File: config.mk
export PLATFORM = sky130hd
export DESIGN_NAME = trig_capture_ctrl
export DESIGN_NICKNAME = d
export VERILOG_FILES = /design/src/rtl/trig_capture_ctrl.sv
export SDC_FILE = /design/constraint.sdc
export NUM_CORES = 1
export LEC_CHECK = 0
export ABC_AREA = 1
export CORE_MARGIN = 10
export CORE_UTILIZATION = 51
export CTS_BUF_LIST = sky130_fd_sc_hd__clkbuf_4
export CTS_CLUSTER_SIZE = 40
export DETAILED_ROUTE_END_ITERATION = 8
export GPL_ROUTABILITY_DRIVEN = 0
export PLACE_DENSITY = 0.88
export SETUP_SLACK_MARGIN = 0.2
export SKIP_LAST_GASP = 1
export SYNTH_ARGS = -nofsm -noshare
export SYNTH_HDL_FRONTEND = slang
export SYNTH_SLANG_ARGS = --single-unit
export TNS_END_PERCENT = 10
File: constraint.sdc
create_clock -name CLK -period 2 [get_ports CLK]
set_clock_uncertainty 0.2 [all_clocks]
set_input_delay 0.4 -clock CLK [delete_from_list [all_inputs] [get_ports CLK]]
set_output_delay 0.4 -clock CLK [all_outputs]
set_load 0.02 [all_outputs]
File: src/rtl/trig_capture_ctrl.sv
// Logic-analyzer capture sequencer: arm, holdoff, trigger, post-trigger fill.
// Define TRIG_CAPTURE_PRETRIG_EN to add the pre_count minimum-fill qualifier.
module trig_capture_ctrl #(
    parameter int AW     = 10,
    parameter int HOLD_W = 4
) (
    input  logic              CLK,
    input  logic              RSTn,
    input  logic              start,
    input  logic              abort,
    input  logic [HOLD_W-1:0] holdoff,
    input  logic [AW-1:0]     post_count,
    input  logic              trig_in,
    input  logic [7:0]        cfg_data,
    input  logic              cfg_wr,
    input  logic              cfg_sel,
`ifdef TRIG_CAPTURE_PRETRIG_EN
    input  logic [AW-1:0]     pre_count,
`endif
    output logic              en_trig,
    output logic [9:0]        delay_val,
    output logic              delay_ld,
    output logic              sample_en,
    output logic [AW-1:0]     wr_addr,
    output logic [AW-1:0]     trig_addr,
    output logic              trig_seen,
    output logic              busy,
    output logic              done
);

    typedef enum logic [2:0] {
        IDLE,
        HOLD,
        WAIT,
        POST,
        DONE
    } state_t;

    state_t            state;
    state_t            state_n;
    logic [HOLD_W-1:0] hold_cnt;
    logic [HOLD_W-1:0] hold_n;
    logic [AW-1:0]     post_cnt;
    logic [AW-1:0]     post_n;
    logic              trig_q;
    logic              act;
    logic              arm;
    logic              accept;
    logic              pre_ok;

`ifdef TRIG_CAPTURE_PRETRIG_EN
    logic [AW-1:0] pre_cnt;

    // Saturating count of samples written since arming
    always_ff @(posedge CLK or negedge RSTn) begin
        if (!RSTn) begin
            pre_cnt <= '0;
        end else if (arm) begin
            pre_cnt <= '0;
        end else if (act && (pre_cnt != '1)) begin
            pre_cnt <= pre_cnt + AW'(1);
        end
    end

    assign pre_ok = (pre_cnt >= pre_count);
`else
    assign pre_ok = 1'b1;
`endif

    always_comb begin
        state_n = state;
        hold_n  = hold_cnt;
        post_n  = post_cnt;
        arm     = 1'b0;
        accept  = 1'b0;
        unique case (state)
            IDLE, DONE: begin
                if (start) begin
                    state_n = HOLD;
                    hold_n  = holdoff;
                    arm     = 1'b1;
                end
            end
            HOLD: begin
                if (hold_cnt == '0) begin
                    state_n = WAIT;
                end else begin
                    hold_n = hold_cnt - HOLD_W'(1);
                end
            end
            WAIT: begin
                if (trig_in && !trig_q && pre_ok) begin
                    state_n = POST;
                    post_n  = post_count;
                    accept  = 1'b1;
                end
            end
            POST: begin
                // post_count of 0 wraps through 2^AW samples
                post_n = post_cnt - AW'(1);
                if (post_cnt == AW'(1)) begin
                    state_n = DONE;
                end
            end
            default: state_n = IDLE;
        endcase
        if (abort) begin
            state_n = IDLE;
            arm     = 1'b0;
            accept  = 1'b0;
        end
    end

    always_ff @(posedge CLK or negedge RSTn) begin
        if (!RSTn) begin
            state     <= IDLE;
            hold_cnt  <= '0;
            post_cnt  <= '0;
            trig_q    <= 1'b0;
            act       <= 1'b0;
            en_trig   <= 1'b0;
            done      <= 1'b0;
            trig_seen <= 1'b0;
            wr_addr   <= '0;
            trig_addr <= '0;
        end else begin
            state     <= state_n;
            hold_cnt  <= hold_n;
            post_cnt  <= post_n;
            trig_q    <= trig_in;
            act       <= (state_n == HOLD) ||
                         (state_n == WAIT) ||
                         (state_n == POST);
            en_trig   <= (state_n == WAIT) ||
                         (state_n == POST);
            done      <= (state_n == DONE);
            trig_seen <= accept;
            if (arm) begin
                wr_addr <= '0;
            end else if (act) begin
                wr_addr <= wr_addr + AW'(1);
            end
            if (accept) begin
                trig_addr <= wr_addr;
            end
        end
    end

    assign sample_en = act;
    assign busy      = act;

    // Power-up value matches the delay line's own reset setting
    always_ff @(posedge CLK or negedge RSTn) begin
        if (!RSTn) begin
            delay_val <= 10'd100;
            delay_ld  <= 1'b0;
        end else begin
            delay_ld <= cfg_wr && cfg_sel;
            if (cfg_wr) begin
                if (cfg_sel) begin
                    delay_val[1:0] <= cfg_data[1:0];
                end else begin
                    delay_val[9:2] <= cfg_data;
                end
            end
        end
    end

endmodule

==> key figures <==
Synthesis
  • Number of flops mapped to enable cells by yosys: 0
  • Top FF cell, synth: dfrtp_1
  • Synth top cells by count: nand2_1, dfrtp_1, inv_1
  • Ys async rst share: 100%
  • Yosys warns: 0
  • Synth top area cells: dfrtp_1, nand2_1, inv_1, nand3_1, nor2_1
  • Synthesized Nets: 358
  • Post-synth top area share: 46.7%
  • Syn Std Cell Area: 0.00268 mm2
  • Cell count after synthesis: 325
  • Most frequent cell after synthesis: nand2_1
  • Yosys cell types: 31
  • Syn avg cell area: 8.25 um2
  • Yosys top cell by area: dfrtp_1
  • Seq/Total Area, Yosys: 49.6%
  • Number of synthesized register bits: 53

Power and ir drop
  • Power Total: 3.09 mW
  • VDD IR max: 0.512 mV
  • P_leak: 1.74 nW
  • Power density over the cells: 890 mW/mm2

Clocking
  • CTS max path bufs: 2
  • Root Driver: clkbuf_4
  • Clk sink count: 53
  • CTS Buf Count: 5
  • CTS tree: done
  • H-tree Lvls: 2
  • Clk_lat worst skew: 0.37 ns
  • Clock transition at path regs: 0.15 ns
  • Post-CTS Setup Bufs: 0

Hold path
  • Hold Crit Class: primary input to flop
  • Worst hold stages: 1
  • Worst Hold Endpoint: trig_q
  • Hold Startpoint: trig_in

Route
  • DR WL/cell: 13.3 um
  • Via/cell ratio: 4.98
  • Detail Route Antenna Nets: 0
  • Residual DRC: 0
  • Initial drt markers: 106
  • Drt pass-1 iters: 4
  • Vias: 2324
  • Final WL: 6.22 mm

Final layout
  • Area delta synth->final: 29.7%
  • Multi-input logic area: 0.00111 mm2
  • Share of cells above drive strength 1: 13.1%
  • Final core utilization: 68.1%
  • Register area: 0.00133 mm2
  • Non-Filler Instances: 467
  • Filler cells: 418
  • Layout net count: 429
  • Antenna diode count: 0

STA
  • Slack of the critical path: -0.0153 ns
  • Final period utilization: 101%
  • Setup TNS: -0.0153 ns
  • Final hold vios: 0
  • Post-layout minimum cycle time: 2.02 ns
  • Unrepaired setup endpoints after global routing: yes
  • Worst-Margin Slew: 0.333 ns
  • Final Setup Violations: 1
  • Slew HR: 77.8%
  • Fin. max-slew vios: 0
  • Fmax: 496 MHz

Die
  • # rows: 26
  • Core ar.: 0.00511 mm2
  • Num ports: 65
  • Die ar.: 0.00856 mm2
  • Die height: 92.5 um
  • Initial Utilization: 52.5%
  • Die width: 92.5 um

Placed design
  • DP Wirelength: 4.80 mm
  • Post-Place Cells: 458
  • PortBufs: 64
  • Worst slack, placed: 0.100 ns

Critical path
  • Worst R2R Setup Slack: 0.30 ns
  • Worst Path Buf+Inv: 1
  • Arr. time, crit path: 1.42 ns
  • Worst setup EP type: primary output
  • Worst Reg-to-Reg Cells: 11
  • CP max-delay cell: clkdlybuf4s50_1
  • Critical path, cell by cell: clkdlybuf4s50_1
  • Worst Path Class, Setup: flop to primary output
  • Reg2reg end: busy
  • Critical path's largest stage delay: 0.63 ns
  • Reg2Reg Launch Point: hold_cnt[0]
  • Max Fanout on Critical Path: 3
  • Crit-path leading delay family: buffers and inverters
  • Worst Setup SP: wr_addr[7]
  • CP Launch Type: flop
  • Req. time, crit path: 1.40 ns

GRT
  • Met3 Usage GRT: 6.54%
  • Global-route wire length before repair: 10.9 mm
  • Vias in the first global route: 2373
  • Largest net degree at the start of global routing: 54
  • Grt peak-use layer: met2
  • Initial antenna violation count: 0
  • Met1 Use GR: 17.7%
  • Global route overflow: 0
  • Met2 Use GR: 25.1%
  • Tot GR Track Use: 15.2%

Outcome
  • Failing checks: setup timing
  • Status: finished with violations

Job
  • Max-cap violations: 0
[cells by family after synthesis]
family          Yosys count  share of synthesized area, %
buf+inv                  54                          8.96
mux                       6                          2.52
simple gates            170                          28.9
compound gates           38                          8.12
flops                    53                          49.6
fa+ha+maj                 4                          1.87
[what timing repair did]
| action | 4_1_cts | 5_1_grt |
|---|---|---|
| hold buffers | 1 | 0 |
| cloned | 0 | 0 |
| endpoints found under the setup margin | 36 | 38 |
| gates resized for setup | 15 | 3 |
| endpoints found under the hold margin | 50 | 0 |
[routing by layer]
layer,share of wire (%),vias up
li1,-,1172
met1,42,1065
met2,48,82
met3,8.9,5
met4,0.72,0
met5,0,-
[sequential cells by signal (all words and copies together) (netlist names)]
signal	count
busy	1
delay_ld	1
delay_val	10
done	1
en_trig	1
hold_cnt	4
post_cnt	10
state	3
trig_addr	10
trig_q	1
trig_seen	1
wr_addr	10
[area by class of cell]
type | count | area share [%]
well taps | 70 | 2.52
multi-input cells | 218 | 32.0
inverters | 48 | 5.25
flip-flops and latches | 53 | 38.3
repair buffers | 70 | 20.4
clock inverters | 1 | 0.108
clock buffers | 7 | 1.51
[where the power goes]
part / switching (mW) / leakage, nW / internal, mW / total (mW)
Combinational: 0.693 / 1.03 / 0.450 / 1.14
Clock: 0.330 / 0.0338 / 0.163 / 0.493
Sequential: 0.160 / 0.671 / 1.30 / 1.46
[placed cells by master, fill, tap and decap left out, types with 5 or more instances in the layout]
master,n
a21oi_1,5
clkbuf_4,7
clkdlybuf4s50_1,51
dfrtp_1,50
dlygate4sd2_1,7
inv_1,43
mux2_2,6
nand2_1,92
nand3_1,25
nor2_1,29
nor2_2,6
o21ai_0,14
o21ai_1,10
o21ai_2,5
[worst max path at each step]
stage | depth (start not counted) | endpoint
6_report | 1 | wr_addr[7]
5_1_grt | 1 | wr_addr[8]
4_1_cts | 1 | wr_addr[0]
3_5_place_dp | 7 | wr_addr[1]
3_3_place_gp | 4 | delay_val[7]
2_1_floorplan | 8 | wr_addr[6]
[per-stage QoR]
| stage | instance area [um2] | hold slack, ns |
|---|---|---|
| global placement | 3420 | 0.215 |
| detailed placement | 3420 | 0.220 |
| global route | 3480 | 0.270 |
| finish | 3480 | 0.275 |
| CTS | 3470 | 0.258 |
| floorplan | 2680 | -0.0956 |
(Power assumes the default switching activity.)
